--- src/rtl/ifetch_pkg.sv ---
// Shared definitions for the instruction fetch unit: FSM states, fetch depth
// and the default boot address.
package ifetch_pkg;

  localparam int unsigned DEF_DEPTH     = 2;
  localparam logic [31:0] DEF_RESET_VEC = 32'h0000_0000;

  typedef enum logic [1:0] {
    S_BOOT  = 2'd0,
    S_RUN   = 2'd1,
    S_DRAIN = 2'd2
  } state_e;

  typedef struct packed {
    logic [31:0] pc;
    logic [31:0] instr;
  } fetch_t;

endpackage

--- src/rtl/ifetch_fifo2.sv ---
// Two-entry first-word-fall-through FIFO with a synchronous flush; the head
// entry is visible on o_data whenever the FIFO is not empty.
module fifo2 #(
  parameter int W = 32
) (
  input  logic         clk,
  input  logic         rst,
  input  logic         i_flush,
  input  logic         i_push,
  input  logic [W-1:0] i_data,
  input  logic         i_pop,
  output logic [W-1:0] o_data,
  output logic         o_empty,
  output logic [1:0]   o_count
);

  logic [W-1:0] r_mem [2];
  logic         r_wptr;
  logic         r_rptr;
  logic [1:0]   r_count;
  logic         w_pop;
  logic         w_push;

  assign o_empty = (r_count == 2'd0);
  assign o_count = r_count;
  assign o_data  = r_mem[r_rptr];
  assign w_pop   = i_pop && !o_empty;
  // A push into a full FIFO is fine when the head leaves in the same cycle.
  assign w_push  = i_push && ((r_count != 2'd2) || w_pop);

  // NOTE: state registers use non-blocking assignments so every flop samples
  // pre-edge values regardless of block ordering.
  always_ff @(posedge clk or posedge rst) begin
    if (rst) begin
      r_wptr  <= 1'b0;
      r_rptr  <= 1'b0;
      r_count <= 2'd0;
    end else if (i_flush) begin
      r_wptr  <= 1'b0;
      r_rptr  <= 1'b0;
      r_count <= 2'd0;
    end else begin
      if (w_push) r_wptr <= ~r_wptr;
      if (w_pop)  r_rptr <= ~r_rptr;
      r_count <= r_count + {1'b0, w_push} - {1'b0, w_pop};
    end
  end

  // NOTE: storage is not reset; the count alone decides which entries are valid.
  always_ff @(posedge clk) begin
    if (w_push) r_mem[r_wptr] <= i_data;
  end

endmodule

--- src/rtl/ifetch.sv ---
// Instruction fetch: issues one request per free credit, tags responses with
// their address, buffers them for decode and discards work killed by redirects.
module ifetch #(
  parameter logic [31:0] RESET_VEC = ifetch_pkg::DEF_RESET_VEC,
  parameter int unsigned DEPTH     = ifetch_pkg::DEF_DEPTH
) (
  input  logic        clk,
  input  logic        rst,
  input  logic [31:0] i_pc_cur,
  output logic        o_pc_jmp,
  output logic        o_pc_rel,
  output logic [31:0] o_pc_diff,
  output logic [31:0] o_pc_nxt,
  input  logic        i_redir_valid,
  input  logic [31:0] i_redir_target,
  output logic        o_imem_req_valid,
  input  logic        i_imem_req_ready,
  output logic [31:0] o_imem_req_addr,
  input  logic        i_imem_resp_valid,
  input  logic [31:0] i_imem_resp_data,
  output logic        o_if_valid,
  input  logic        i_if_ready,
  output logic [31:0] o_if_instr,
  output logic [31:0] o_if_pc
);

  import ifetch_pkg::*;

  state_e      r_state;
  state_e      w_state_nxt;
  logic [1:0]  r_kill;
  logic [1:0]  w_kill_nxt;
  logic        r_armed;
  logic [1:0]  w_aq_count;
  logic        w_aq_empty;
  logic [31:0] w_aq_head;
  logic [1:0]  w_rf_count;
  logic        w_rf_empty;
  fetch_t      w_rf_head;
  fetch_t      w_rf_in;
  logic        w_credit;
  logic        w_accept;
  logic        w_resp;
  logic        w_drop;
  logic        w_live_resp;
  logic        w_if_pop;

  // The address queue holds every outstanding request, live or killed.
  assign w_credit    = ({1'b0, w_aq_count} + {1'b0, w_rf_count}) < 3'(DEPTH);
  assign w_accept    = o_imem_req_valid && i_imem_req_ready;
  assign w_resp      = i_imem_resp_valid && !w_aq_empty;
  assign w_drop      = w_resp && (r_kill != 2'd0);
  assign w_live_resp = w_resp && (r_kill == 2'd0) && !i_redir_valid;
  assign w_if_pop    = o_if_valid && i_if_ready;
  assign w_rf_in     = '{pc: w_aq_head, instr: i_imem_resp_data};

  assign o_imem_req_addr = i_pc_cur;
  assign o_if_valid      = !w_rf_empty;
  assign o_if_instr      = w_rf_head.instr;
  assign o_if_pc         = w_rf_head.pc;

  // NOTE: every output of this block gets a default first so no path can
  // leave one unassigned and infer a latch.
  always_comb begin
    w_state_nxt      = r_state;
    w_kill_nxt       = r_kill - {1'b0, w_drop};
    o_pc_jmp         = 1'b1;
    o_pc_rel         = 1'b1;
    o_pc_diff        = '0;
    o_pc_nxt         = '0;
    o_imem_req_valid = 1'b0;
    if (i_redir_valid) begin
      o_pc_rel    = 1'b0;
      o_pc_nxt    = i_redir_target;
      w_kill_nxt  = w_aq_count - {1'b0, w_resp};
      w_state_nxt = (w_kill_nxt != 2'd0) ? S_DRAIN : S_RUN;
    end else begin
      unique case (r_state)
        S_BOOT: begin
          o_pc_rel    = 1'b0;
          o_pc_nxt    = RESET_VEC;
          w_state_nxt = S_RUN;
        end
        S_RUN: begin
          o_imem_req_valid = w_credit;
          if (w_credit && i_imem_req_ready) o_pc_jmp = 1'b0;
        end
        S_DRAIN: begin
          if (w_kill_nxt == 2'd0) w_state_nxt = S_RUN;
        end
        default: w_state_nxt = S_BOOT;
      endcase
    end
  end

  always_ff @(posedge clk or posedge rst) begin
    if (rst) begin
      r_state <= S_BOOT;
      r_kill  <= 2'd0;
      r_armed <= 1'b0;
    end else begin
      r_state <= w_state_nxt;
      r_kill  <= w_kill_nxt;
      if (w_accept) r_armed <= 1'b1;
    end
  end

  fifo2 #(.W(32)) u_addr_q (
    .clk     (clk),
    .rst     (rst),
    .i_flush (1'b0),
    .i_push  (w_accept),
    .i_data  (i_pc_cur),
    .i_pop   (w_resp),
    .o_data  (w_aq_head),
    .o_empty (w_aq_empty),
    .o_count (w_aq_count)
  );

  fifo2 #(.W($bits(fetch_t))) u_resp_q (
    .clk     (clk),
    .rst     (rst),
    .i_flush (i_redir_valid),
    .i_push  (w_live_resp),
    .i_data  (w_rf_in),
    .i_pop   (w_if_pop),
    .o_data  (w_rf_head),
    .o_empty (w_rf_empty),
    .o_count (w_rf_count)
  );

  // Once a request has issued, a response with nothing outstanding is a memory bug.
  a_resp_has_req : assert property (@(posedge clk) disable iff (rst)
    (i_imem_resp_valid && r_armed) |-> !w_aq_empty);

endmodule

--- config.mk ---
export PLATFORM = sky130hd
export DESIGN_NAME = ifetch
export DESIGN_NICKNAME = d
export VERILOG_FILES = /design/src/rtl/ifetch_pkg.sv /design/src/rtl/ifetch_fifo2.sv /design/src/rtl/ifetch.sv
export SDC_FILE = /design/constraint.sdc
export NUM_CORES = 1
export LEC_CHECK = 0
export ABC_AREA = 1
export CORE_ASPECT_RATIO = 1.25
export CORE_MARGIN = 2
export CORE_UTILIZATION = 43
export CTS_CLUSTER_DIAMETER = 40
export DETAILED_ROUTE_END_ITERATION = 10
export GPL_TIMING_DRIVEN = 0
export PLACE_DENSITY_LB_ADDON = 0.08
export SLEW_MARGIN = 10
export SYNTH_ARGS = -nofsm -noshare
export SYNTH_HDL_FRONTEND = slang
export SYNTH_SLANG_ARGS = --single-unit
export TNS_END_PERCENT = 5
--- constraint.sdc ---
create_clock -name clk -period 12.5 [get_ports clk]
set_input_delay 2.5 -clock clk [delete_from_list [all_inputs] [get_ports clk]]
set_output_delay 2.5 -clock clk [all_outputs]
set_load 0.1 [all_outputs]
; ---- After elaboration in Yosys (flattened, before gate mapping)
; Memories as Yosys holds them, arrays and structs flattened.
; Index checks and enable logic that the tools add are counted.
[word_totals]
ff_bits = 12
ramBits = 192
inputBits = 102
elab_cells = 76
memories = 2
[classes]
n_addsub = 7
order_cmp = 1
n_eq_ne = 6
mux = 22
bitwise_logic = 4
reduce_logical = 26
[mem_list]
columns = name, depth, word_bits, rd, rd_ports_with_merged_regs, wr, line_no
row1 = u_resp_q.r_mem, 2, 64, 1, 0, 1, ifetch_fifo2.sv:17  ; logic [W-1:0] r_mem [2];
row2 = u_addr_q.r_mem, 2, 32, 1, 0, 1, ifetch_fifo2.sv:17
[ops]
columns = cell, n
row1 = 2-to-1 mux 32 bit, 1
row2 = 2-to-1 mux 1 bit, 15
row3 = logical AND 1 bit, 11
row4 = zero test 2 bit, 5
row5 = 2-to-1 mux 2 bit, 5
row6 = nonzero test 2 bit, 4
row7 = subtractor 2 x 1 -> 2 bit, 4
row8 = "inequality test 2 bit, second input constant", 3
row9 = one-hot mux 2 bit (3 select lines), 1
row10 = adder 2 x 1 -> 2 bit, 2
row11 = inverter 1 bit, 4
row12 = adder 2 x 2 -> 3 bit, 1
row13 = zero test 1 bit, 3
row14 = "less-than comparator 3 x 2 -> 1 bit, second input constant", 1
row15 = "inequality test 3 bit, second input constant", 1
row16 = "equality test 2 x 1 -> 1 bit, second input constant", 1
row17 = "equality test 2 bit, second input constant", 1
row18 = logical OR 1 bit, 2
row19 = AND reduction 2 bit, 1

; ---- Depth between registers and ports, before layout
[depth]
ltp_word = 9
ltp_mapped = 11
ltp_nobuf = 11

; ---- Hierarchy
; A second synthesis with hierarchy kept.
[unflattened]
hier_cells = 756
area_unflattened_um2 = 8649.5
[by_module_without_submodules]
columns = mod, n_inst, cells_each, area_per_inst_um2
row1 = fifo2 at u_resp_q, 1, 370, 4928.5
row2 = fifo2 at u_addr_q, 1, 203, 2597.5
row3 = ifetch, 1, 183, 1123.6

; ---- Least setup slack after synthesis
; OpenSTA, ideal clock, no wires.
[synth_timing]
path_type = input port to output port
start = input i_redir_valid
end = output o_pc_rel
t_arrival_ns = 4.892
setup_slack_ns = 5.108
stages = 3
path_buffers = 2
path_cell_list = buf_6 > buf_4 > o21ai_0
[synth_via]
elab_chain_len = 1
[synth_rtl]
columns = element, line_no
row1 = "start, declared", ifetch.sv:14  ; input logic i_redir_valid,
row2 = 2-to-1 mux 1 bit, ifetch.sv:72  ; if (i_redir_valid) begin
row3 = "end, declared", ifetch.sv:11  ; output logic o_pc_rel,
; Every way passes these cells.

; ---- Worst setup path in the final report
[layout_timing]
start = input i_pc_cur[21]
end = output o_imem_req_addr[21]
[layout_lines]
columns = element, line_no
row1 = "start, declared", ifetch.sv:9  ; input logic [31:0] i_pc_cur,
row2 = "end, declared", ifetch.sv:18  ; output logic [31:0] o_imem_req_addr,
; No word-level cell between the ends.

==> results.txt <==
Power Density: 232 nW/um^2
ys async rst share: 0.0588
Post-Synth Adder-Cell Area: 0.00969
Residual DRC: 0
NumNets Final: 1140
average size of a mapped cell: 11.6 um^2
CP max stage delay: 1.12 ns
largest family of logic cells by synthesized area: simple AND/OR/NAND/NOR gates
WL/cell: 13.3 um
remaining antenna violation count: 0
worst ir drop on vdd: 108 uV
Synth top area share: 0.677
crit path kind: input port to output port
Synth top cells by count: 343 x nand2_1, 192 x edfxtp_1, 79 x buf_4
io pins: 266
Setup Fix Bufs, Post-CTS: 0
DR iter-0 viols: 247
Distinct cells, synth: 26
RePlAce Congestion: 0.702
initial antenna violation count: 0
Vias: 5648
chip width: 130 um
grt ovf: 0
Clock Tree Root: clkbuf_16
post-synthesis mux area share: 0
layout cell share with drive strength beyond 1: 0.143
Slew Limit Fails: 0
Area Overhead vs Synth: 44.9%
Die ar.: 21000 um^2
vias in the first global route: 5625
Cell Area, Synth: 8520 um^2
Longest Clk Path Bufs: 3
H-tree levels: 1
status: complete, no violations
cells along the critical path: clkdlybuf4s50_1, buf_4, clkdlybuf4s50_1
post-synthesis sequential area ratio: 0.712
cts hold-fix bufs: 0
Post-synth top flop: edfxtp_1
clock sink count: 204
Slew @ Worst Pin: 1.04 ns
Vias/cell: 4.29
Synth Area in Simple Gates: 0.166
Internal: 1.60 mW
Comb power frac: 0.433
hpwl dp: 12300 um
Final Non-Filler Cells: 1317
die height: 161 um
Rel. slew slack: 0.302
setup TNS: 0 ns
placed cells: 1269
pin count of the biggest net entering global routing: 51
CP max-delay cell: clkdlybuf4s50_1
most used cell along the critical path: clkdlybuf4s50_1
most frequent cell after synthesis: nand2_1
Reg power frac: 0.303
gr usage total: 0.166
port bufs: 232
Pre-antenna DRT Iters: 4
first-pass GRT wire length: 27300 um
Critical Path RT: 10.00 ns
CTS tree: built
post-cts resize count: 0
Worst Setup Start Kind: input port
Core ar.: 19500 um^2
Compound-Gate Fraction of Synth Area: 0.00632
num rows: 57
top fanout value on the critical path: 3
Post-Synthesis Cells: 736
Worst setup EP type: output port
Clock Power Share: 0.264
HP Class: register to register
Setup-failing EPs final: 0
initial cell density of the core: 0.438
Synth area leaders: edfxtp_1 68%, nand2_1 15%, buf_4 7.0%
Fin. Hold Viols: 0
xor-xnor portion of the synthesized cell area: 0.00308
RSZ-0062 raised after global routing: false
CP arrival: 4.31 ns
max cap viols: 0
Layout Skew: 0.0108 ns
Final Cycle Share: 0.545
Yosys warnings: 0
Post-synth EDFFs: 192
Sw Ratio: 0.442
Routed WL: 17600 um
Clock Latency Late Sink: 0.51 ns
largest area contributor in the netlist: edfxtp_1
CTS buffer count: 26
Yosys reg bits: 204
P_leak: 5.30 nW
min cycle time layout: 6.81 ns
n_diodes: 0
Clock transition at path regs: 0.06 ns
fmax: 147 MHz
switching power: 1.27 mW
-- layer usage --
metal,track usage,part of all wire,vias up
met1,0.190,0.39,2525
met3,0.0517,0.087,30
met2,0.294,0.50,206
met4,0.0499,0.022,0
li1,-,-,2887
met5,0,0,-
-- path summary, 6_finish.rpt --
path	start	to	slack, ns	cells after the start
min	u_addr_q.r_wptr	u_addr_q.r_wptr	0.49	2
max in group asynchronous	rst	u_addr_q.o_count[0]	9.84	2
max reg2reg	u_resp_q.o_count[0]	u_addr_q.r_mem[1][12]	10.09	9
min in group asynchronous	rst	u_resp_q.o_count[1]	2.31	2
max	i_pc_cur[21]	o_imem_req_addr[21]	5.69	3
min reg2reg	u_addr_q.r_wptr	u_addr_q.r_wptr	0.49	2
-- layout by cell type (no fill, tap or decap), types with 2 or more instances in the layout --
cell,netlist,final
a21oi_1,3,3
buf_16,0,5
buf_2,9,9
buf_4,79,79
bufinv_16,0,3
clkbuf_1,1,6
clkbuf_16,0,27
clkdlybuf4s50_1,0,232
clkinv_4,0,4
conb_1,1,32
dfrtp_1,12,12
edfxtp_1,192,192
ha_1,5,5
inv_1,55,53
inv_2,4,5
inv_6,0,3
inv_8,0,4
nand2_1,343,343
nand3_1,5,5
nand4_1,2,2
nor2_1,9,7
nor2_4,0,2
o21ai_0,3,3
xor2_1,3,3
-- state kept, by name, summed over array words and instances (netlist names) --
signal,cells
u_resp_q.r_wptr,1
u_addr_q.r_rptr,1
u_addr_q.o_count,2
u_resp_q.r_rptr,1
u_resp_q.r_mem,128
u_addr_q.r_wptr,1
u_addr_q.r_mem,64
u_resp_q.o_count,2
r_state,2
r_kill,2
-- worst max-delay path, delay by kind of cell --
family                 cells  cell delay [ns]
buffers and inverters      3             1.82
-- power groups by stage --
stage / Combinational [mW] / Sequential, mW / Clock, mW
floorplan: 0.946 / 0.882 / 0
global placement: 1.23 / 0.887 / 0
detailed placement: 1.25 / 0.884 / 0
CTS: 1.25 / 0.870 / 0.772
global route: 1.31 / 0.876 / 0.803
finish: 1.24 / 0.870 / 0.757
-- logic make-up (layout without fill, tap and decap cells) --
logic type	Yosys count	in the layout
AND/OR/NAND/NOR	365	365
flip-flops	204	204
buffers and inverters	149	434
AO/OA/AOI/OAI	8	8
adder cells (fa/ha/maj)	6	6
XOR/XNOR	3	3
other	1	32
-- through the flow --
stage	power [mW]	utilization	worst slack, ns	hold slack (ns)	cell area, um^2
final	2.87	0.634	5.69	0.494	12300
after CTS	2.90	0.634	5.67	0.494	12300
after global placement	2.12	0.580	4.22	0.458	11300
after floorplan	1.83	-	5.11	0.442	8640
after detailed placement	2.14	0.588	5.68	0.475	11400
after global routing	2.99	0.634	5.65	0.513	12300
-- area by class of cell --
type | instances | area, um^2
fillers | 1555 | 7130
flip-flops and latches | 204 | 6070
repair buffers | 237 | 2460
multi-input cells | 414 | 1710
clock buffers | 32 | 694
plain buffers | 90 | 653
well taps | 265 | 332
inverters | 59 | 224
clock inverters | 16 | 205
Note: power is estimated with default switching activity, not from simulation.
